--- config.mk ---
export PLATFORM = sky130hd
export DESIGN_NAME = data_store_buffer
export DESIGN_NICKNAME = d
export VERILOG_FILES = /design/src/rtl/data_store_buffer.sv
export SDC_FILE = /design/constraint.sdc
export NUM_CORES = 1
export LEC_CHECK = 0
export ABC_CLOCK_PERIOD_IN_PS = 4300
export CORE_MARGIN = 4
export CORE_UTILIZATION = 55
export CTS_CLUSTER_SIZE = 28
export DETAILED_ROUTE_END_ITERATION = 8
export GPL_ROUTABILITY_DRIVEN = 0
export GPL_TIMING_DRIVEN = 0
export PLACE_DENSITY_LB_ADDON = 0.15
export RECOVER_POWER = 50
export REMOVE_ABC_BUFFERS = 1
export SKIP_CTS_REPAIR_TIMING = 1
export SLEW_MARGIN = 20
export SYNTH_ARGS = -nofsm -noshare
export SYNTH_HDL_FRONTEND = slang
export SYNTH_SLANG_ARGS = --single-unit
--- constraint.sdc ---
create_clock -name clk -period 4.3 [get_ports clk]
set_clock_uncertainty 0.15 [all_clocks]
set_input_delay 0.86 -clock clk [delete_from_list [all_inputs] [get_ports clk]]
set_output_delay 0.86 -clock clk [all_outputs]
set_load 0.05 [all_outputs]
--- src/rtl/data_store_buffer.sv ---
// Posted-write store buffer between the MEM stage and the data RAM port.
// Stores queue in order and drain whenever the RAM port is granted and no load is using it.
// Loads own the port and see queued stores through byte-lane forwarding.
// Optional feature: define STORE_BUFFER_MERGE_EN to coalesce a store into the youngest
// entry when both target the same word.
module data_store_buffer #(
  parameter int unsigned DEPTH = 4,
  parameter int unsigned AW    = 32,
  parameter int unsigned DW    = 32
) (
  input  logic          clk,
  input  logic          rst,
  input  logic          mem_ce_i,
  input  logic          mem_we_i,
  input  logic [AW-1:0] mem_addr_i,
  input  logic [3:0]    mem_sel_i,
  input  logic [DW-1:0] mem_data_i,
  output logic [DW-1:0] mem_data_o,
  output logic          stall_req_o,
  output logic          sb_empty_o,
  input  logic          ram_gnt_i,
  output logic          ram_ce_o,
  output logic          ram_we_o,
  output logic [AW-1:0] ram_addr_o,
  output logic [3:0]    ram_sel_o,
  output logic [DW-1:0] ram_data_o,
  input  logic [DW-1:0] ram_data_i
);

  localparam int unsigned PW = $clog2(DEPTH);
  localparam int unsigned CW = $clog2(DEPTH + 1);
  localparam int unsigned BW = DW / 4;

  typedef logic [PW-1:0] ptr_t;

  logic [AW-1:0] addr_q [DEPTH];
  logic [3:0]    sel_q  [DEPTH];
  logic [DW-1:0] data_q [DEPTH];

  ptr_t          head_q, tail_q;
  logic [CW-1:0] count_q, count_d;
  logic          empty_q;

  logic          is_load, is_store, full, drain, merge, enq;
  logic [DW-1:0] fwd_data;

  assign is_load  = mem_ce_i & ~mem_we_i;
  assign is_store = mem_ce_i & mem_we_i & (|mem_sel_i);
  assign full     = (count_q == CW'(DEPTH));
  // Loads own the port, so the queue only drains in cycles without a load.
  assign drain    = ~rst & ~is_load & ram_gnt_i & (count_q != '0);

`ifdef STORE_BUFFER_MERGE_EN
  ptr_t youngest;
  assign youngest = tail_q - 1'b1;
  // A sole entry that is leaving this cycle cannot absorb the store.
  assign merge = is_store & (count_q != '0)
               & (addr_q[youngest][AW-1:2] == mem_addr_i[AW-1:2])
               & ~(drain & (count_q == CW'(1)));
`else
  assign merge = 1'b0;
`endif

  // A full queue still accepts a store when the head leaves at the same edge.
  assign enq     = is_store & ~merge & (~full | drain);
  assign count_d = count_q + CW'(enq) - CW'(drain);

  assign stall_req_o = ~rst & ((is_load & ~ram_gnt_i) | (is_store & ~merge & full & ~drain));
  assign sb_empty_o  = empty_q;

  // Overlay queued bytes on RAM read data, oldest first so the youngest store wins.
  always_comb begin
    ptr_t idx;
    fwd_data = ram_data_i;
    idx      = head_q;
    for (int unsigned i = 0; i < DEPTH; i++) begin
      idx = head_q + PW'(i);
      if ((CW'(i) < count_q) && (addr_q[idx][AW-1:2] == mem_addr_i[AW-1:2])) begin
        for (int unsigned b = 0; b < 4; b++) begin
          if (sel_q[idx][b]) fwd_data[BW*b +: BW] = data_q[idx][BW*b +: BW];
        end
      end
    end
  end

  assign mem_data_o = (~rst & is_load & ram_gnt_i) ? fwd_data : '0;

  // RAM port: a granted load has priority, otherwise the head entry drains.
  always_comb begin
    ram_ce_o   = 1'b0;
    ram_we_o   = 1'b0;
    ram_addr_o = '0;
    ram_sel_o  = '0;
    ram_data_o = '0;
    if (!rst) begin
      if (is_load && ram_gnt_i) begin
        ram_ce_o   = 1'b1;
        ram_addr_o = mem_addr_i;
        ram_sel_o  = mem_sel_i;
      end else if (drain) begin
        ram_ce_o   = 1'b1;
        ram_we_o   = 1'b1;
        ram_addr_o = addr_q[head_q];
        ram_sel_o  = sel_q[head_q];
        ram_data_o = data_q[head_q];
      end
    end
  end

  // Pointer, occupancy and registered empty flag.
  always_ff @(posedge clk) begin
    if (rst) begin
      head_q  <= '0;
      tail_q  <= '0;
      count_q <= '0;
      empty_q <= 1'b1;
    end else begin
      if (drain) head_q <= head_q + 1'b1;
      if (enq)   tail_q <= tail_q + 1'b1;
      count_q <= count_d;
      empty_q <= (count_d == '0);
    end
  end

  // Entry storage; contents are qualified by count, so no reset is needed.
  always_ff @(posedge clk) begin
    if (!rst && enq) begin
      addr_q[tail_q] <= mem_addr_i;
      sel_q[tail_q]  <= mem_sel_i;
      data_q[tail_q] <= mem_data_i;
    end
`ifdef STORE_BUFFER_MERGE_EN
    if (!rst && merge) begin
      sel_q[youngest] <= sel_q[youngest] | mem_sel_i;
      for (int unsigned b = 0; b < 4; b++) begin
        if (mem_sel_i[b]) data_q[youngest][BW*b +: BW] <= mem_data_i[BW*b +: BW];
      end
    end
`endif
  end

endmodule
# Word level (Yosys, flattened, before mapping)
# Memory sizes are Yosys's and may differ from the RTL's. A register that Yosys moved wholly into a read port is not among the register bits.
# Cells that the tools add are included.
dict set report classes {
  n_addsub 6
  n_mul 0
  div 0
  magnitude_cmp 4
  n_eq_ne 5
  n_shift 0
  n_mux 43
  bitwise 21
  reduce_logical 10
}
# cell count
set op_table {}
lappend op_table {{two-way mux 32 bit} 11}
lappend op_table {{two-way mux 8 bit} 16}
lappend op_table {{== test 30 bit} 4}
lappend op_table {{bitwise AND 1 bit} 13}
lappend op_table {{two-way mux 2 bit} 6}
lappend op_table {{two-way mux 4 bit} 3}
lappend op_table {{two-way mux 1 bit} 7}
lappend op_table {{logical AND 1 bit} 6}
lappend op_table {{< comparator 1 x 3 -> 1 bit, first input constant} 2}
lappend op_table {{< comparator 2 x 3 -> 1 bit, first input constant} 2}
lappend op_table {{inverter 1 bit} 6}
lappend op_table {{adder 2 x 1 -> 2 bit, second input constant} 2}
lappend op_table {{adder 2 bit, second input constant} 2}
lappend op_table {{OR reduction 4 bit} 1}
lappend op_table {{adder 3 x 1 -> 3 bit} 1}
lappend op_table {{== test 3 bit, second input constant} 1}
lappend op_table {{logical NOT 3 bit} 1}
lappend op_table {{nonzero test 3 bit} 1}
lappend op_table {{subtractor 3 x 1 -> 3 bit} 1}
lappend op_table {{bitwise OR 1 bit} 2}
lappend op_table {{logical NOT 1 bit} 1}
dict set report word_totals {
  regBits 8
  latchBits 0
  mem_bits_rw 272
  romBits 0
  inputBits 105
  output_inout_bits 104
  word_cells 96
  n_memories 3
}
# name depth width read_ports rd_ports_with_merged_regs wr line
set mem_list {}
lappend mem_list {addr_q 4 32 4 1 1 36} ;# logic [AW-1:0] addr_q [DEPTH];
lappend mem_list {data_q 4 32 4 1 1 38} ;# logic [DW-1:0] data_q [DEPTH];
lappend mem_list {sel_q 4 4 4 1 1 37} ;# logic [3:0] sel_q [DEPTH];

# Depth between registers and ports, before layout
dict set report logic_depth {
  depth_word 11
  mapped_depth 14
  mapped_depth_nobuf 10
}

# Least setup slack after synthesis
# OpenSTA, ideal clock, no wires.
dict set report synth_timing {
  kind {input -> output}
  start {in mem_addr_i[27]}
  end {out mem_data_o[24]}
  arrival_time_ns 3.702
  required_time_ns 3.290
  slack_ns -0.412
  stages 10
  n_path_buf 3
  path_cell_list {clkbuf_1 -> o221ai_1 -> a2111oi_0 -> nand4b_1 -> or4b_1 -> buf_2 -> buf_6 -> o22ai_1 -> o21ai_1 -> a31oi_1}
}
dict set report synth_via {
  elab_chain_cells 10
  elab_cells_between_ends 16
  classes_between {eq/ne (4); mux (8); reduce/logical (4)}
}
# element line
set synth_lines {}
lappend synth_lines {{start, declared} 15} ;# input logic [AW-1:0] mem_addr_i,
lappend synth_lines {{== test 30 bit} 78} ;# if ((CW'(i) < count_q) && (addr_q[idx][AW-1:2] == mem_addr_i[AW-1:2])) begin
lappend synth_lines {{logical AND 1 bit} 78}
lappend synth_lines {{two-way mux 32 bit} 78}
lappend synth_lines {{two-way mux 8 bit} 80} ;# if (sel_q[idx][b]) fwd_data[BW*b +: BW] = data_q[idx][BW*b +: BW];
lappend synth_lines {{two-way mux 32 bit} 78}
lappend synth_lines {{two-way mux 8 bit} 80}
lappend synth_lines {{two-way mux 32 bit} 78}
lappend synth_lines {{two-way mux 8 bit} 80}
lappend synth_lines {{two-way mux 32 bit (*)} 78}
lappend synth_lines {{two-way mux 32 bit (*)} 86} ;# assign mem_data_o = (~rst & is_load & ram_gnt_i) ? fwd_data : '0;
lappend synth_lines {{end, declared} 18} ;# output logic [DW-1:0] mem_data_o,
# Every way passes the cells marked *; elsewhere a longest branch is shown, timed or not.

==> impl_metrics.csv <==
group,metric,value,unit
status,outcome,"complete, but fails checks",
status,failed_checks,"negative setup slack",
clock_tree,clock-sinks,282,
timing,rsz0062_at_grt,"true",
worst_setup_path,critPathBufInv,7,
detailed_routing,avgRoutedWirePerCell,27.9,um
worst_setup_path,r2r_end,"data_q[2][13]",
grt,use_met2,44.8,%
clock_tree,cts.path.max_buffers,3,
cells_and_area,num-fill-cells,2268,
worst_setup_path,worstSetupPathType,"reg -> out",
yosys,synthCells,1366,
clock_tree,numCtsBuffers,30,
yosys,synth_seq_cells,282,
run,cap_violations,0,
timing,hold_viol_final,0,
place,placedInstanceArea,22000,um^2
worst_setup_path,rrSetupSlack,1.00,ns
floorplan,row_count,68,
cells_and_area,drive_above_1_share,33.5,%
detailed_routing,drcViolationCount,0,
worst_setup_path,crit_fanout,8,
timing,max_freq,0.198,GHz
place,portBuffers,208,
floorplan,die-area,38200,um^2
place,dpl.cell_count,1928,
detailed_routing,postRouteAntennaNets,0,
grt,met1_usage,39.0,%
grt,grtUsageTotal,27.5,%
worst_setup_path,max_stage_delay,0.56,ns
worst_setup_path,crit_top_cell,"buf_4",
worst_setup_path,crit_slowest_cell,"mux4_2",
grt,grt_overflow,0,
floorplan,start_util,55.8,%
grt,grt_max_degree,56,
floorplan,ios,209,
worst_setup_path,critPathRequiredTime,3.29,ns
clock_tree,tritoncts,"yes",
timing,finalSetupViolations,41,
timing,relSlewSlack,5.64,%
pwr,vdd_drop_max,0.308,mV
place,dp_slack,-2.11,ns
detailed_routing,routed-via-count,14491,
floorplan,die_h,195,um
detailed_routing,drt-total-wl,58.7,mm
yosys,ys_types,58,
pwr,p_per_area,324,nW/um^2
worst_setup_path,cp_cell_sequence,"buf_4 > clkbuf_16 > buf_4 > mux4_2 > nand2b_1 > o2111ai_1 > nor4_4 > buf_4 > buf_4 > nand4_1 > buf_4 > and2_1 > o21ai_1 > a31oi_1 > buf_4",
grt,grt_pass1_vias,13718,
yosys,ys_async_sr_fraction,0,%
hold_path,worstHoldPathCells,2,
hold_path,min_to,"tail_q[1]",
yosys,synth_flop_cell,"edfxtp_1",
clock_tree,clk_latency,0.57,ns
floorplan,fp.coreArea,34600,um^2
cells_and_area,fin_area,24700,um^2
grt,antenna_found_initial,5,
yosys,syn_avg_cell_area,14.1,um^2
clock_tree,clk_pin_slew,0.07,ns
grt,grt_util_met3,4.66,%
grt,grt_pass1_wl,82.0,mm
worst_setup_path,startpoint_type,"flip-flop",
timing,setup_ws,-0.752,ns
floorplan,fp.dieW,195,um
worst_setup_path,cp-end-kind,"primary output",
yosys,synth_edf_count,272,
clock_tree,htree_num_levels,1,
detailed_routing,drt_pre_antenna_iters,5,
worst_setup_path,reg2reg_depth,7,
timing,drv_slew,0,
detailed_routing,drt_iter0_drc,1882,
detailed_routing,vias_per_cell,6.90,
worst_setup_path,crit_family,"buffers and inverters",
worst_setup_path,r2r-start,"count_q[0]",
timing,worstMarginPinSlew,1.42,ns
place,dp_hpwl,36.1,mm
hold_path,hold_path_class,"reg -> reg",
cells_and_area,fin_util,71.2,%
clock_tree,cts-root-buf,"clkbuf_16",
cells_and_area,area_growth,27.7,%
grt,grt_busiest_layer,"met2",
yosys,synth-seq-area-share,43.3,%
timing,fin_crit_sh,117,%
pwr,leakage,8.78,nW
timing,min_period,5.05,ns
cells_and_area,stdcell_count,2100,
hold_path,worstHoldStart,"tail_q[1]",
cells_and_area,nets,1734,
yosys,yosys_warnings,0,
worst_setup_path,arrival,4.04,ns
yosys,syn_area,19300,um^2
## flip-flops by register name, indices dropped and copies added, names as in the netlist, named ones only
register / flops
addr_q: 128
count_q: 3
data_q: 128
head_q: 2
sb_empty_o: 1
sel_q: 16
tail_q: 2
## cells in the mapped netlist (4+ instances only)
cell	n	area, um^2
a211o_1	4	35.0
a21oi_1	4	20.0
a22o_1	29	254
a31oi_1	65	407
and2_1	69	432
buf_1	15	56.3
buf_2	33	165
buf_4	8	60.1
buf_6	16	180
clkbuf_1	58	218
dfxtp_1	10	200
edfxtp_1	272	8170
ha_1	8	100
inv_1	46	173
mux2_2	10	113
mux2i_1	43	430
mux4_2	238	5360
nand2_1	53	199
nand2b_1	5	31.3
nand3_1	40	200
nand4_1	27	169
nor2_1	25	93.8
nor3b_4	4	75.1
nor4_1	6	37.5
o21ai_0	41	205
o21ai_1	32	160
o221ai_1	4	35.0
o22ai_1	35	219
xnor2_1	90	788
xor2_1	28	245
## placed cells by master (no fill, tap or decap), drive strengths merged, types with 28 or more instances in the layout
| cell type | count |
|---|---|
| a22o | 29 |
| a31oi | 65 |
| and2 | 69 |
| buf | 160 |
| clkbuf | 65 |
| clkdlybuf4s50 | 40 |
| dlygate4sd3 | 62 |
| dlymetal6s2s | 59 |
| edfxtp | 272 |
| inv | 47 |
| mux2i | 43 |
| mux4 | 238 |
| nand2 | 53 |
| nand3 | 40 |
| nand4 | 28 |
| o21ai | 73 |
| o22ai | 35 |
| xnor2 | 90 |
| xor2 | 28 |
## routing by layer
layer  wire (um)  up-vias
met1       21900     7383
met2       28900      875
met4        1830        8
met5          54        -
met3        5940      123
li1            -     6102
## worst max path at each step
stage               depth (start not counted)              to  startpoint
floorplan                                   8  mem_data_o[24]   head_q[0]
global placement                            8   mem_data_o[4]   head_q[0]
detailed placement                         11  mem_data_o[28]   flip-flop
CTS                                        11  mem_data_o[28]   flip-flop
global route                               12  mem_data_o[31]   head_q[0]
finish                                     15  mem_data_o[31]   flip-flop
## kinds of logic (layout without fill, tap and decap cells)
group / Yosys count / in the layout / synth area share (%)
adder cells (fa/ha/maj): 9 / 9 / 0.622
multiplexers: 291 / 291 / 30.6
buffers and inverters: 178 / 453 / 4.46
XOR/XNOR: 118 / 118 / 5.35
AO/OA/AOI/OAI: 235 / 235 / 7.89
AND/OR/NAND/NOR: 253 / 253 / 7.76
other: 0 / 4 / 0
flip-flops: 282 / 282 / 43.3
## final cells by class
| class | count | area [um^2] | share of cell area (%) |
|---|---|---|---|
| Antenna cell | 4 | 10.0 | 0.0406 |
| Clock buffer | 33 | 783 | 3.18 |
| Clock inverter | 20 | 139 | 0.563 |
| Inverter | 47 | 181 | 0.736 |
| Multi-Input combinational cell | 906 | 10500 | 42.7 |
| Sequential cell | 282 | 8380 | 34.0 |
| Tap cell | 455 | 569 | 2.31 |
| Timing Repair Buffer | 353 | 4050 | 16.4 |
## metrics by stage
step | power, mW | hold slack (ns) | setup TNS (ns)
2_1_floorplan | 4.76 | 0.368 | -276.27
3_3_place_gp | 5.45 | 0.393 | -1231.09
3_5_place_dp | 5.24 | 0.425 | -100.64
4_1_cts | 7.70 | 0.437 | -121.49
5_1_grt | 8.25 | 0.448 | -30.38
6_report | 7.99 | 0.424 | -21.87
## tightest hold or removal path, stage by stage, from the launching register on
cell and delay [ns]:
dfxtp_1 0.34, mux2i_1 0.14, nor2_1 0.05
## power breakdown
group          leakage, nW  internal (mW)  switching [mW]
Sequential            2.54           3.09          0.0668
Clock                0.462           1.41            1.07
Combinational         5.78           1.12            1.23
No activity file was read; power rests on OpenSTA's default activity.
